[src/rtl/shift_reg.sv]
// Parallel-load, serial-shift register forming the SPI data path (TX via serial_out, RX via serial_in).
// Define SHIFT_REG_LSB_FIRST_EN to shift LSB first; the default build shifts MSB first.

`ifndef DATA_LEN
`define DATA_LEN 8
`endif

module shift_reg #(
  parameter int DATA_LEN = `DATA_LEN
) (
  input  logic                clk,
  input  logic                rst,
  input  logic [DATA_LEN-1:0] d_in,
  input  logic                load_en,
  input  logic                shift_en,
  input  logic                serial_in,
  output logic                serial_out,
  output logic [DATA_LEN-1:0] d_out
);

  logic [DATA_LEN-1:0] sreg_q;
  logic [DATA_LEN-1:0] sreg_d;
  logic [DATA_LEN-1:0] shifted;

  // The vacated end takes serial_in, so after DATA_LEN shifts the register holds exactly the received word.
`ifdef SHIFT_REG_LSB_FIRST_EN
  assign shifted    = {serial_in, sreg_q[DATA_LEN-1:1]};
  assign serial_out = sreg_q[0];
`else
  assign shifted    = {sreg_q[DATA_LEN-2:0], serial_in};
  assign serial_out = sreg_q[DATA_LEN-1];
`endif

  always_comb begin
    sreg_d = sreg_q;
    if (load_en) begin
      sreg_d = d_in;
    end else if (shift_en) begin
      sreg_d = shifted;
    end
  end

  always_ff @(posedge clk) begin
    if (rst) begin
      sreg_q <= '0;
    end else begin
      sreg_q <= sreg_d;
    end
  end

  assign d_out = sreg_q;

endmodule

[config.mk]
export PLATFORM = sky130hd
export DESIGN_NAME = shift_reg
export DESIGN_NICKNAME = d
export VERILOG_FILES = /design/src/rtl/shift_reg.sv
export SDC_FILE = /design/constraint.sdc
export NUM_CORES = 1
export LEC_CHECK = 0
export CAP_MARGIN = 10
export CORE_AREA = 2 2 39 41
export DETAILED_ROUTE_END_ITERATION = 7
export DIE_AREA = 0 0 41 43
export PLACE_DENSITY = 0.67
export SYNTH_ARGS = -nofsm -noshare
export SYNTH_HDL_FRONTEND = slang
export SYNTH_SLANG_ARGS = --single-unit
[constraint.sdc]
create_clock -name clk -period 0.89 [get_ports clk]
set_clock_uncertainty 0.15 [all_clocks]
set_input_delay 0.1335 -clock clk [delete_from_list [all_inputs] [get_ports clk]]
set_output_delay 0.1335 -clock clk [all_outputs]
set_load 0.05 [all_outputs]
==> impl_metrics.tcl <==
set metrics [dict create \
    status "finished with violations" \
    violations "setup timing" \
    startpoint_type "flop" \
    r2r-end "d_out[2]" \
    vdd_drop_max_mv 0.5976 \
    slowest_stage "dfxtp_4" \
    postSynthCellCount 36 \
    fp.dieH_microns 43 \
    yosys-top-cells-area "dfxtp_1 43%, mux2i_1 21%, a211oi_1 16%" \
    rows 14 \
    fin_ws_ps -161.1 \
    hold_path_class "in2reg" \
    antennaDiodeCount 0 \
    port-buffer-count 21 \
    ios 22 \
    whs_path_depth 2 \
    cts_made_buffers 3 \
    syn_nets 49 \
    drc 0 \
    largest_reg_flops 8 \
    slew_headroom_pct 77.08 \
    synth.yosys.seq_area_share_pct 42.52 \
    syn-cell-area_sq_um 376.6 \
    syn_avg_cell_area_sq_um 10.46 \
    required_ps 610 \
    grt_max_degree 10 \
    period_share_pct 118.1 \
    clk_pin_slew_ps 50 \
    synth.largest_area_cell "dfxtp_1" \
    ys_ff_latch 8 \
    htree_levels 1 \
    track_usage_pct 13.64 \
    total_power_mw 1.135 \
    cpPeakStageDelay_ps 370 \
    drt_iter0_markers 2 \
    worst_pin_slew_ps 343.9 \
    fmax_ghz 0.9514 \
    cts-hold-fix-buffers 0 \
    cp_top_family "flip-flops" \
    core-area_sq_mm 0.001384 \
    synth_top_area_share_pct 42.52 \
    setup_tns_ps -2023 \
    layout-drive-gt1-share_pct 53.13 \
    clk_latency_ps 260 \
    crit_path_cell_trace "buf_12" \
    synth_warnings 0 \
    path_class "reg2out" \
    synthToLayoutAreaGrowth_pct 122.3 \
    cts_sinks 8 \
    min_period_ps 1051 \
    maxSlewViolCount 0 \
    final-hold-violation-count 0 \
    ant_nets 0 \
    timing.rr.start "d_out[1]" \
    end_kind "output pin" \
    nets 79 \
    power_leakage_nw 0.3330 \
    grt-ovfl-total 0 \
    gp_congestion 0.7723 \
    whs_endpoint "d_out[2]" \
    place_ws_ps -488.7 \
    grt_pass1_vias 399 \
    rsz0062_at_grt "true" \
    grt_pass1_wl_microns 1559 \
    drv_cap 0 \
    antenna_found_initial 0 \
    wl_microns 1034 \
    num_vias 378 \
    initial_core_util_pct 27.22 \
    ctsRootBufferMaster "clkbuf_4" \
    viasPerCell 4.725 \
    dr.pass1.iters 4 \
    finalSetupViolations 17 \
    critPathArrivalTime_ps 770 \
    die-area_sq_mm 0.001763 \
    cts_tree "built" \
    crit_fanout 3 \
    holdCritStartpoint "rst" \
    reg2reg_slack_ps -110 \
    rr_worst_depth 3 \
    powerDensity_mw_per_mm2 1355 \
    die_w_microns 41 \
    cp.buffers_inverters 1 \
    ys_types 8 \
    clockBufferDepth 2 \
    routedWlPerCell_microns 12.93 \
]
-- where the power goes --
group,switching (mW),internal [mW],leakage (nW)
sequential,0.0357,0.382,0.0713
combinational,0.190,0.243,0.248
clock,0.129,0.155,0.0138
total,0.355,0.780,0.333
-- placed cells by master (no fill, tap or decap), drive strengths merged --
master | netlist | final
a211oi | 8 | 8
buf | 3 | 16
clkbuf | 0 | 3
clkdlybuf4s50 | 0 | 9
dfxtp | 8 | 8
dlygate4sd2 | 0 | 3
inv | 1 | 1
mux2i | 8 | 8
nor2b | 8 | 8
-- through the flow --
step / util [%] / cells / area, sq um / hold WS, ps
after floorplan: - / 36 / 410.4 / 164.5
after global placement: 52.35 / 71 / 724.4 / 454.4
after detailed placement: 52.35 / 71 / 724.4 / 454.7
after CTS: 56.96 / 80 / 788.3 / 202.2
after global routing: 60.49 / 80 / 837.1 / 253.4
final: 60.49 / 80 / 837.1 / 234.2
-- cells by family (layout without fill, tap and decap cells) --
logic type / after synthesis / count (layout) / synth area share, %
flops: 8 / 8 / 42.52
simple gates: 8 / 8 / 13.29
compound gates: 8 / 8 / 15.95
mux: 8 / 8 / 21.26
buf+inv: 4 / 32 / 6.975
-- routing by layer --
metal	up-vias	wire length, microns	share of wire (%)	global-route usage [%]
li1	185	-	-	-
met1	172	447	43	16.07
met2	16	478	46	20.31
met3	5	58	5.6	1.571
met4	0	50	4.8	12.00
met5	-	0	0	0
-- final cells by class --
type	instances	area [sq um]
Multi-Input combinational cell	24	216.5
Inverter	1	3.754
Clock buffer	3	22.52
Tap cell	16	20.02
Fill cell	109	546.8
Timing Repair Buffer	28	384.1
Sequential cell	8	190.2
-- cells in the mapped netlist (all sizes together) --
cell type  instances
inv                1
nor2b              8
dfxtp              8
buf                3
a211oi             8
mux2i              8
-- how the worst max path moves through the flow --
stage	end	slack [ps]	startpoint	depth (start not counted)
finish	d_out[7]	-160	d_out[7]	1
global route	d_out[7]	-180	d_out[7]	1
CTS	serial_out	-160	d_out[7]	1
detailed placement	d_out[7]	-490	load_en	3
global placement	d_out[4]	-480	shift_en	4
floorplan	d_out[7]	-40	d_out[7]	2
-- repair_timing --
item | 4_1_cts | 5_1_grt
resized for setup | 3 | 12
setup buffers | 6 | 0
pin swaps | 0 | 3
endpoints found under the setup margin | 17 | 17
Note: power is estimated with default switching activity, not from simulation.
